[src/rtl/alu_op_sequencer_pkg.sv]
// Shared definitions for the ALU operation sequencer: op codes, FSM states, widths.
// Latency: n/a (declarations only).
// Backpressure: n/a.
package alu_op_sequencer_pkg;

   localparam int OPA_W = 64;
   localparam int OPB_W = 32;
   localparam int RES_W = 64;

   // Calculator op codes, same encoding as the button front end
   localparam logic [3:0] OP_ADD     = 4'h0;
   localparam logic [3:0] OP_SUB     = 4'h1;
   localparam logic [3:0] OP_MUL_INT = 4'h2;
   localparam logic [3:0] OP_DIV_INT = 4'h3;
   localparam logic [3:0] OP_AND     = 4'h4;
   localparam logic [3:0] OP_OR      = 4'h5;
   localparam logic [3:0] OP_MUL_FLT = 4'h6;
   localparam logic [3:0] OP_DIV_FLT = 4'h7;
   localparam logic [3:0] OP_XOR     = 4'h8;
   localparam logic [3:0] OP_NOT     = 4'h9;
   localparam logic [3:0] OP_CMP     = 4'hA;
   localparam logic [3:0] OP_EQ      = 4'hB;
   localparam logic [3:0] OP_LLS     = 4'hC;
   localparam logic [3:0] OP_LRS     = 4'hD;
   localparam logic [3:0] OP_ARS     = 4'hE;
   localparam logic [3:0] OP_CS      = 4'hF;

   // Bit i set: op code i runs on a multi-cycle unit with start/done handshake
   localparam logic [15:0] MULTI_MASK_DEF = 16'h00CC;

   typedef enum logic [2:0] {
      S_IDLE,
      S_ISSUE,
      S_SETTLE,
      S_WAIT,
      S_COMMIT,
      S_ABORT
   } state_t;

   function automatic logic is_multi(input logic [15:0] mask, input logic [3:0] op);
      return mask[op];
   endfunction

endpackage

[src/rtl/alu_op_sequencer_if.sv]
// Request, unit-side and result signals between front end, ALU units and the sequencer.
// Latency: n/a (wiring only).
// Backpressure: op_valid is only taken while op_ready is high; nothing is queued.
interface alu_op_sequencer_if;
   import alu_op_sequencer_pkg::*;

   // request side
   logic             op_valid;
   logic [3:0]       op_code;
   logic             op_ready;
   logic [OPA_W-1:0] num1_in;
   logic [OPB_W-1:0] num2_in;
   // unit side
   logic [OPA_W-1:0] opa_q;
   logic [OPB_W-1:0] opb_q;
   logic [31:0]      last_q;
   logic [3:0]       unit_sel;
   logic             unit_start;
   logic [RES_W-1:0] res_in;
   logic             done_in;
   logic             err_in;
   // result side
   logic [RES_W-1:0] result;
   logic [RES_W-1:0] lastresult;
   logic             busy;
   logic             err;

   // environment: front end plus ALU units and result mux
   modport master (
      output op_valid, op_code, num1_in, num2_in, res_in, done_in, err_in,
      input  op_ready, opa_q, opb_q, last_q, unit_sel, unit_start, result, lastresult, busy, err
   );

   // the sequencer itself
   modport slave (
      input  op_valid, op_code, num1_in, num2_in, res_in, done_in, err_in,
      output op_ready, opa_q, opb_q, last_q, unit_sel, unit_start, result, lastresult, busy, err
   );
endinterface

[src/rtl/alu_op_sequencer_timer.sv]
// Loadable up/down counter with zero and terminal-count flags, shared by SETTLE and WAIT.
// Latency: load/count take effect on the next clock; flags are combinational from the count.
// Backpressure: none; counts only while enabled.
module alu_op_sequencer_timer #(
   parameter int W = 8
) (
   input  logic         i_clk,
   input  logic         i_rst,
   input  logic         i_load,
   input  logic [W-1:0] i_load_val,
   input  logic         i_en,
   input  logic         i_up,
   input  logic [W-1:0] i_term,
   output logic         o_zero,
   output logic         o_term
);
   logic [W-1:0] r_cnt;

   // load wins over counting; direction picked per cycle
   always_ff @(posedge i_clk) begin
      if (i_rst)       r_cnt <= '0;
      else if (i_load) r_cnt <= i_load_val;
      else if (i_en)   r_cnt <= i_up ? r_cnt + 1'b1 : r_cnt - 1'b1;
   end

   assign o_zero = (r_cnt == '0);
   assign o_term = (r_cnt == i_term);
endmodule

[src/rtl/alu_op_sequencer.sv]
// Runs one calculator op at a time: freeze operands, start unit, wait settle/done, commit result.
// Latency: single-cycle ops COMB_WAIT+2 clk accept->result; multi-cycle ops commit the cycle after done.
// Backpressure: op_ready only in IDLE; requests while busy are dropped, not queued.
module alu_op_sequencer
   import alu_op_sequencer_pkg::*;
#(
   parameter logic [15:0] MULTI_MASK = MULTI_MASK_DEF,
   parameter int          COMB_WAIT  = 2,
   parameter int          TIMEOUT    = 255
) (
   input  logic               i_clk,
   input  logic               i_rst,
   alu_op_sequencer_if.slave  io_alu
);
   localparam int          TW        = $clog2(TIMEOUT + COMB_WAIT + 1);
   localparam logic [TW-1:0] SETTLE_LD = TW'(COMB_WAIT - 1);
   // WAIT starts at count 0, so the last cycle that may see done holds TIMEOUT-1
   localparam logic [TW-1:0] WAIT_TERM = TW'(TIMEOUT - 1);

   state_t           r_state;
   logic [OPA_W-1:0] r_opa;
   logic [OPB_W-1:0] r_opb;
   logic [3:0]       r_op;
   logic             r_multi;
   logic             r_start;
   logic [RES_W-1:0] r_result;
   logic [RES_W-1:0] r_last;
   logic             r_err;
   logic             r_unit_err;
   logic             r_ready;

   logic             w_tmr_load;
   logic [TW-1:0]    w_tmr_load_val;
   logic             w_tmr_en;
   logic             w_tmr_up;
   logic             w_tmr_zero;
   logic             w_tmr_term;

   // timer control: load in ISSUE, count down in SETTLE, count up in WAIT
   always_comb begin
      w_tmr_load     = 1'b0;
      w_tmr_load_val = '0;
      w_tmr_en       = 1'b0;
      w_tmr_up       = 1'b0;
      case (r_state)
         S_ISSUE: begin
            w_tmr_load     = 1'b1;
            w_tmr_load_val = r_multi ? '0 : SETTLE_LD;
         end
         S_SETTLE: w_tmr_en = ~w_tmr_zero;
         S_WAIT: begin
            w_tmr_en = 1'b1;
            w_tmr_up = 1'b1;
         end
         default: ;
      endcase
   end

   alu_op_sequencer_timer #(.W(TW)) u_timer (
      .i_clk      (i_clk),
      .i_rst      (i_rst),
      .i_load     (w_tmr_load),
      .i_load_val (w_tmr_load_val),
      .i_en       (w_tmr_en),
      .i_up       (w_tmr_up),
      .i_term     (WAIT_TERM),
      .o_zero     (w_tmr_zero),
      .o_term     (w_tmr_term)
   );

   // sequencer FSM with all outputs registered
   always_ff @(posedge i_clk) begin
      if (i_rst) begin
         r_state    <= S_IDLE;
         r_opa      <= '0;
         r_opb      <= '0;
         r_op       <= '0;
         r_multi    <= 1'b0;
         r_start    <= 1'b0;
         r_result   <= '0;
         r_last     <= '0;
         r_err      <= 1'b0;
         r_unit_err <= 1'b0;
         r_ready    <= 1'b1;
      end else begin
         r_start <= 1'b0;
         case (r_state)
            S_IDLE: begin
               if (io_alu.op_valid) begin
                  r_opa   <= io_alu.num1_in;
                  r_opb   <= io_alu.num2_in;
                  r_op    <= io_alu.op_code;
                  r_multi <= is_multi(MULTI_MASK, io_alu.op_code);
                  // start is visible during ISSUE so units begin while the timer loads
                  r_start <= is_multi(MULTI_MASK, io_alu.op_code);
                  r_err   <= 1'b0;
                  r_ready <= 1'b0;
                  r_state <= S_ISSUE;
               end
            end
            S_ISSUE: r_state <= r_multi ? S_WAIT : S_SETTLE;
            S_SETTLE: begin
               if (w_tmr_zero) r_state <= S_COMMIT;
            end
            S_WAIT: begin
               // done on the terminal cycle still commits
               if (io_alu.done_in) begin
                  r_unit_err <= io_alu.err_in;
                  r_state    <= S_COMMIT;
               end else if (w_tmr_term) begin
                  r_err   <= 1'b1;
                  r_state <= S_ABORT;
               end
            end
            S_COMMIT: begin
               // a unit error still commits the unit's saturated value
               r_last   <= r_result;
               r_result <= io_alu.res_in;
               if (r_multi) r_err <= r_unit_err;
               r_ready  <= 1'b1;
               r_state  <= S_IDLE;
            end
            S_ABORT: begin
               r_ready <= 1'b1;
               r_state <= S_IDLE;
            end
            default: begin
               r_ready <= 1'b1;
               r_state <= S_IDLE;
            end
         endcase
      end
   end

   assign io_alu.op_ready   = r_ready;
   assign io_alu.busy       = ~r_ready;
   assign io_alu.opa_q      = r_opa;
   assign io_alu.opb_q      = r_opb;
   // shift units chain off the most recently committed value, frozen between commits
   assign io_alu.last_q     = r_result[31:0];
   assign io_alu.unit_sel   = r_op;
   assign io_alu.unit_start = r_start;
   assign io_alu.result     = r_result;
   assign io_alu.lastresult = r_last;
   assign io_alu.err        = r_err;
endmodule

[src/flat_wrapper.sv]
// flat-port wrapper written by rule: the top's interface ports become plain ports
module alu_op_sequencer_flat import alu_op_sequencer_pkg::*;
#(
   parameter logic [15:0] MULTI_MASK = MULTI_MASK_DEF,
   parameter int          COMB_WAIT  = 2,
   parameter int          TIMEOUT    = 255
)
  (i_clk, i_rst, io_alu_op_valid, io_alu_op_code, io_alu_num1_in, io_alu_num2_in, io_alu_res_in, io_alu_done_in, io_alu_err_in, io_alu_op_ready, io_alu_opa_q, io_alu_opb_q, io_alu_last_q, io_alu_unit_sel, io_alu_unit_start, io_alu_result, io_alu_lastresult, io_alu_busy, io_alu_err);
  alu_op_sequencer_if io_alu_i ();
  input  logic i_clk;
  input  logic i_rst;
  input wire logic [$bits(io_alu_i.op_valid)-1:0] io_alu_op_valid;
  input wire logic [$bits(io_alu_i.op_code)-1:0] io_alu_op_code;
  input wire logic [$bits(io_alu_i.num1_in)-1:0] io_alu_num1_in;
  input wire logic [$bits(io_alu_i.num2_in)-1:0] io_alu_num2_in;
  input wire logic [$bits(io_alu_i.res_in)-1:0] io_alu_res_in;
  input wire logic [$bits(io_alu_i.done_in)-1:0] io_alu_done_in;
  input wire logic [$bits(io_alu_i.err_in)-1:0] io_alu_err_in;
  output wire logic [$bits(io_alu_i.op_ready)-1:0] io_alu_op_ready;
  output wire logic [$bits(io_alu_i.opa_q)-1:0] io_alu_opa_q;
  output wire logic [$bits(io_alu_i.opb_q)-1:0] io_alu_opb_q;
  output wire logic [$bits(io_alu_i.last_q)-1:0] io_alu_last_q;
  output wire logic [$bits(io_alu_i.unit_sel)-1:0] io_alu_unit_sel;
  output wire logic [$bits(io_alu_i.unit_start)-1:0] io_alu_unit_start;
  output wire logic [$bits(io_alu_i.result)-1:0] io_alu_result;
  output wire logic [$bits(io_alu_i.lastresult)-1:0] io_alu_lastresult;
  output wire logic [$bits(io_alu_i.busy)-1:0] io_alu_busy;
  output wire logic [$bits(io_alu_i.err)-1:0] io_alu_err;
  assign io_alu_i.op_valid = io_alu_op_valid;
  assign io_alu_i.op_code = io_alu_op_code;
  assign io_alu_i.num1_in = io_alu_num1_in;
  assign io_alu_i.num2_in = io_alu_num2_in;
  assign io_alu_i.res_in = io_alu_res_in;
  assign io_alu_i.done_in = io_alu_done_in;
  assign io_alu_i.err_in = io_alu_err_in;
  assign io_alu_op_ready = io_alu_i.op_ready;
  assign io_alu_opa_q = io_alu_i.opa_q;
  assign io_alu_opb_q = io_alu_i.opb_q;
  assign io_alu_last_q = io_alu_i.last_q;
  assign io_alu_unit_sel = io_alu_i.unit_sel;
  assign io_alu_unit_start = io_alu_i.unit_start;
  assign io_alu_result = io_alu_i.result;
  assign io_alu_lastresult = io_alu_i.lastresult;
  assign io_alu_busy = io_alu_i.busy;
  assign io_alu_err = io_alu_i.err;
  alu_op_sequencer #(.MULTI_MASK(MULTI_MASK), .COMB_WAIT(COMB_WAIT), .TIMEOUT(TIMEOUT)) u_core (.i_clk(i_clk), .i_rst(i_rst), .io_alu(io_alu_i));
endmodule
[config.mk]
export PLATFORM = sky130hd
export DESIGN_NAME = alu_op_sequencer_flat
export DESIGN_NICKNAME = d
export VERILOG_FILES = /design/src/rtl/alu_op_sequencer_pkg.sv /design/src/rtl/alu_op_sequencer_if.sv /design/src/rtl/alu_op_sequencer_timer.sv /design/src/rtl/alu_op_sequencer.sv /design/src/flat_wrapper.sv
export SDC_FILE = /design/constraint.sdc
export NUM_CORES = 1
export LEC_CHECK = 0
export ABC_CLOCK_PERIOD_IN_PS = 2650
export CORE_MARGIN = 2
export CORE_UTILIZATION = 31
export DETAILED_ROUTE_END_ITERATION = 12
export PLACE_DENSITY = 0.63
export SLEW_MARGIN = 10
export SYNTH_ARGS = -nofsm -noshare
export SYNTH_HDL_FRONTEND = slang
export SYNTH_SLANG_ARGS = --single-unit
export TNS_END_PERCENT = 5
[constraint.sdc]
create_clock -name i_clk -period 2.65 [get_ports i_clk]
set_input_delay 0.53 -clock i_clk [delete_from_list [all_inputs] [get_ports i_clk]]
set_output_delay 0.53 -clock i_clk [all_outputs]
set_load 0.03 [all_outputs]
After elaboration in Yosys (flattened, before gate mapping):

Memories as Yosys holds them, arrays and structs flattened.
Cells that the tools add are included.
Widths: inputs -> output; s select.

* reductions and logical operators: 11
* multiplexer cells: 21
* order comparisons: 1
* bitwise logic cells: 5
* equality and inequality tests: 11
* $add $sub $neg: 2

Operator list (count)
* $mux 9: 4
* $mux 3: 4
* $pmux 3 s4: 1
* $add 9x1->9 const B: 1
* $eq 9x8->1 const B: 1
* $logic_not 9->1: 1
* $mux 1: 9
* $sub 9x1->9 const B: 1
* $eq 3x2->1 const B: 2
* $ne 2x2->1 const B: 3
* $reduce_and 2->1: 3
* $reduce_or 3->1: 2
* $lt 4x5->1 const B: 1
* $not 1->1: 5
* $reduce_and 5->1: 1
* $ne 2x1->1 const B: 2
* $pmux 1 s2: 2
* $eq 3x1->1 const B: 1
* $eq 3x3->1 const B: 1
* $logic_not 3->1: 1
* $ne 3x3->1 const B: 1
* $pmux 1 s3: 1
* $reduce_and 3->1: 1
* $reduce_bool 3->1: 1
* $reduce_bool 2->1: 1

* memories kept: 1
* memory bits (read-only): 16
* register bits after elaboration: 245
* input bits: 169
* output and inout bits: 264
* word-level logic and storage cells: 64

Memories
* (no name shown): depth 16, width 1, rd ports 1, clocked after Yosys merged registers in 0, wr ports 0, RTL line alu_op_sequencer_pkg.sv:41 `return mask[op];`

Longest topological paths before layout:

* depth in word-level cells: 5
* depth in mapped cells: 9
* mapped depth without buffers: 8

Hierarchy:

Synthesis repeated with hierarchy kept, for this count alone.

* cells, all modules: 1197
* area, all modules: 9492.9 um^2

By module, submodules not included
* alu_op_sequencer: seq. area each 4724.5 um^2, times used 1, area an instance 8578.2 um^2, cells each 1081
* alu_op_sequencer_timer: seq. area each 180.2 um^2, times used 1, area an instance 914.6 um^2, cells each 116

Worst setup path after synthesis:

OpenSTA, ideal clock, no wires.

* kind: register to register
* start point: register u_core.r_state[2]
* end point: register u_core.u_timer.r_cnt[6]
* path buffers: 1
* data arrival time: 1.968 ns
* slack: 0.594 ns
* clock period less this slack: 2.056 ns
* data required time: 2.563 ns
* cell stages (with the launch flop): 9
* library setup time: 0.087 ns
* path through: dfxtp_1 > buf_2 > nand3b_4 > ha_1 > and3b_1 > or2_2 > a31oi_1 > xor2_1 > o31ai_1

* cells in the longest elaborated chain, start to end: 5
* elaborated cells between the ends (all ways): 10
* classes of those cells: 3 x eq/ne; 6 x mux; 1 x reduce/logical

RTL lines
* start: declaration: RTL line alu_op_sequencer.sv:20 `state_t r_state;`
* start signal: assignment: RTL line alu_op_sequencer.sv:101 `S_ISSUE: r_state <= r_multi ? S_WAIT : S_SETTLE;`
* $eq 3x2->1: RTL line alu_op_sequencer.sv:45 `case (r_state)`
* $mux 1: RTL line alu_op_sequencer.sv:45
* $mux 9 (2 in series): RTL line alu_op_sequencer_timer.sv:23 `else if (i_en) r_cnt <= i_up ? r_cnt + 1'b1 : r_cnt - 1'b1;`
* $mux 9: RTL line alu_op_sequencer_timer.sv:22 `else if (i_load) r_cnt <= i_load_val;`
* end signal: assignment: RTL line alu_op_sequencer_timer.sv:22
* end signal: assignment: RTL line alu_op_sequencer_timer.sv:23
* end: declaration: RTL line alu_op_sequencer_timer.sv:17 `logic [W-1:0] r_cnt;`

Parallel ways exist; a longest one is shown, timed or not. The select of a mux whose other input is x is not followed.
A chain may end at the register's enable or synchronous reset.

Final worst setup path:

Ends and elaborated chain as after synthesis.

==> results.cfg <==
[run_status]
status = completed

[timing]
worst_pin_slew_ns = 0.625
rsz0062_at_grt = no
setup_viol = 0
min_period_over_period_pct = 89.5
setup-tns-final_ns = 0
finalHoldViolations = 0
slew_headroom_pct = 58.4
holdWs_ns = 0.451
fin_skew_ns = 0.0193
timing.fmax_ghz = 0.421
period_minus_slack_ns = 2.37
slew_violations = 0

[clock_network]
cts_root_buf = clkbuf_16
post_cts_resized = 0
worst_skew_pair.late_latency_ns = 0.53
clkTransAtPathRegs_ns = 0.06
clock-sinks = 245
ctsLongestPathBuffers = 3
post_cts_buffers = 0
cts_tree = done
cts_max_level = 1
numCtsBuffers = 28
cts-hold-fix-buffers = 0

[die]
start_util_pct = 31.4
fp.dieArea_um2 = 31400
coreArea_um2 = 29600
rows = 63
io_pins = 433
die_w_um = 177
chipHeight_um = 177

[setup_path]
slowest_delay_ns = 0.52
worst_ep_required_time_ns = 3.08
start_kind = register
cp-end-kind = register
cp-startpoint = u_core.r_state[2]
crit_fanout = 13
critPathKind = register to register
crit_chain = nand3b_4 > inv_1 > fa_1 > and3b_1 > or2_2 > a31oi_1 > xor2_1 > o31ai_1
cp.arrival_ns = 2.81
cpMaxStageDelayCell = dfxtp_1
timing.rr.start = u_core.r_state[2]

[final_layout]
fillers = 2901
area_delta_synth_final_pct = 57.4
fin_area_um2 = 14600
multiInputGateArea_um2 = 3680
antennaDiodeCount = 0
layout-drive-gt1-share_pct = 4.88
layout.area.seq_um2 = 4900
fin_nets = 1712

[job]
maxCapViolCount = 0

[grt]
grt_pass1_wl_um = 45900
grt-ovfl-total = 0
antenna_found_initial = 0
grt_max_degree = 69
grt_usage_pct = 18.2
first_global_vias = 8447

[power_and_ir_drop]
leakagePower_nw = 5.19
vdd_drop_max_v = 0.000562
intPower_mw = 8.47
power_density_nw_per_um2 = 899
power.share.clock_pct = 29.9
switching_share_pct = 35.7
switchingPower_mw = 4.70
combPwrFrac_pct = 36.0
p_seq_share_pct = 34.1

[synthesis]
yosysWarningCount = 0
synthArstFlopShare_pct = 0
ys_seq_area_share_pct = 52.7
synth_edf_count = 0
synth_area_um2 = 9310
yosys-top-cells-area = dfxtp_1 53%, nand2_1 19%, a21oi_1 13%
synth_cell_type_count = 45
synth-main-ff-cell = dfxtp_1
synth_top_area_cell = dfxtp_1
syn_inst = 1166
netlist.area_leader.share_pct = 52.7
syn_nets = 1344
ys_top_cells_by_count = 466 x nand2_1, 245 x dfxtp_1, 240 x a21oi_1, 45 x buf_4, 29 x buf_2
yosysMostFrequentCell = nand2_1
syn_area_per_cell_um2 = 7.98
ys_seq_elements = 245

[hold_path]
hold_class = register to register
min_from = u_core.io_alu.lastresult[49]

[routing]
drtAntennaViolNets = 0
viasPerCell = 4.58
vias = 8914
firstDrtPassIters = 5
drc_errors = 0
drt_iter0_markers = 499
wl_per_cell_um = 15.6
drt_wl_total_um = 30400

[place]
portBuffers = 432
place_hpwl_um = 21600
place_area_um2 = 13700
place.gp.congestion = 0.832
cell usage in the layout (no fill, tap or decap), types with 4 or more instances in the layout:
cell type | netlist | final
clkbuf_1 | 28 | 7
buf_12 | 0 | 9
clkbuf_16 | 0 | 29
inv_1 | 9 | 9
buf_4 | 45 | 10
nand2_1 | 466 | 464
o21ai_0 | 5 | 5
dfxtp_1 | 245 | 245
nand3_1 | 8 | 8
clkdlybuf4s50_1 | 0 | 431
o21a_1 | 4 | 4
xor2_1 | 6 | 6
nor2_1 | 10 | 10
a21oi_1 | 240 | 240
clkbuf_8 | 0 | 8
ha_1 | 8 | 8
nor3_1 | 7 | 7
state kept, by name, indices dropped and copies added (netlist names), 3 cells and up:
name / flops
u_core.io_alu.lastresult: 64
u_core.io_alu.opa_q: 64
u_core.io_alu.opb_q: 32
u_core.io_alu.result: 64
u_core.io_alu.unit_sel: 4
u_core.r_state: 3
u_core.u_timer.r_cnt: 9
cell families (layout without fill, tap and decap cells):
family | after synthesis | count (layout) | share of synthesized area [%]
AOI/OAI and AO/OA | 269 | 269 | 15.4
adders and majority gates | 9 | 9 | 1.29
and+or+nand+nor | 514 | 514 | 22.0
xor gates and xnor gates | 6 | 6 | 0.565
muxes | 1 | 1 | 0.108
DFF | 245 | 245 | 52.7
buffers and inverters | 122 | 512 | 8.01
metal layers:
layer | wire (um) | vias to the layer above | share of wire, % | global-route usage [%]
li1 | - | 4503 | - | -
met3 | 2330 | 59 | 7.7 | 4.64
met2 | 14400 | 303 | 47 | 31.0
met4 | 918 | 0 | 3.0 | 5.64
met1 | 12800 | 4049 | 42 | 22.4
met5 | 0 | - | 0 | 0
critical path, delay by kind of cell (launching register included):
family,cells,cell delay [ns]
buf+inv,1,0.13
flops,1,0.52
compound gates,2,0.34
simple gates,3,0.71
fa+ha+maj,1,0.41
xor+xnor,1,0.16
worst paths after layout:
check	end	slack [ns]	cells after the start
max reg2reg	u_core.u_timer.r_cnt[6]	0.28	8
min	u_core.io_alu.lastresult[49]	0.45	2
min reg2reg	u_core.io_alu.lastresult[49]	0.45	2
max	u_core.u_timer.r_cnt[6]	0.28	8
power by group through the flow:
stage	clock network (mW)	logic (mW)	registers, mW
finish	3.94	4.75	4.49
detailed placement	0	4.77	4.57
floorplan	0	2.36	5.32
global route	4.21	5.17	4.55
global placement	0	4.73	4.55
CTS	4.06	4.78	4.49
cell type report:
class                   instances  share of cell area [%]
inverters                       9                   0.231
multi-input cells             799                    25.1
clock buffers                  44                    5.89
clock inverters                 8                   0.666
repair buffers                451                    31.3
well taps                     390                    3.33
flip-flops and latches        245                    33.5
per-stage QoR:
stage | setup slack [ns] | power (mW) | instances | util, %
after CTS | 0.306 | 13.3 | 1946 | 49.4
final | 0.277 | 13.2 | 1946 | 49.4
after floorplan | 0.594 | 7.68 | 1166 | -
after global placement | 0.385 | 9.28 | 1894 | 46.2
after global routing | 0.0739 | 13.9 | 1946 | 49.4
after detailed placement | 0.331 | 9.33 | 1894 | 46.2
(Power assumes the default switching activity.)
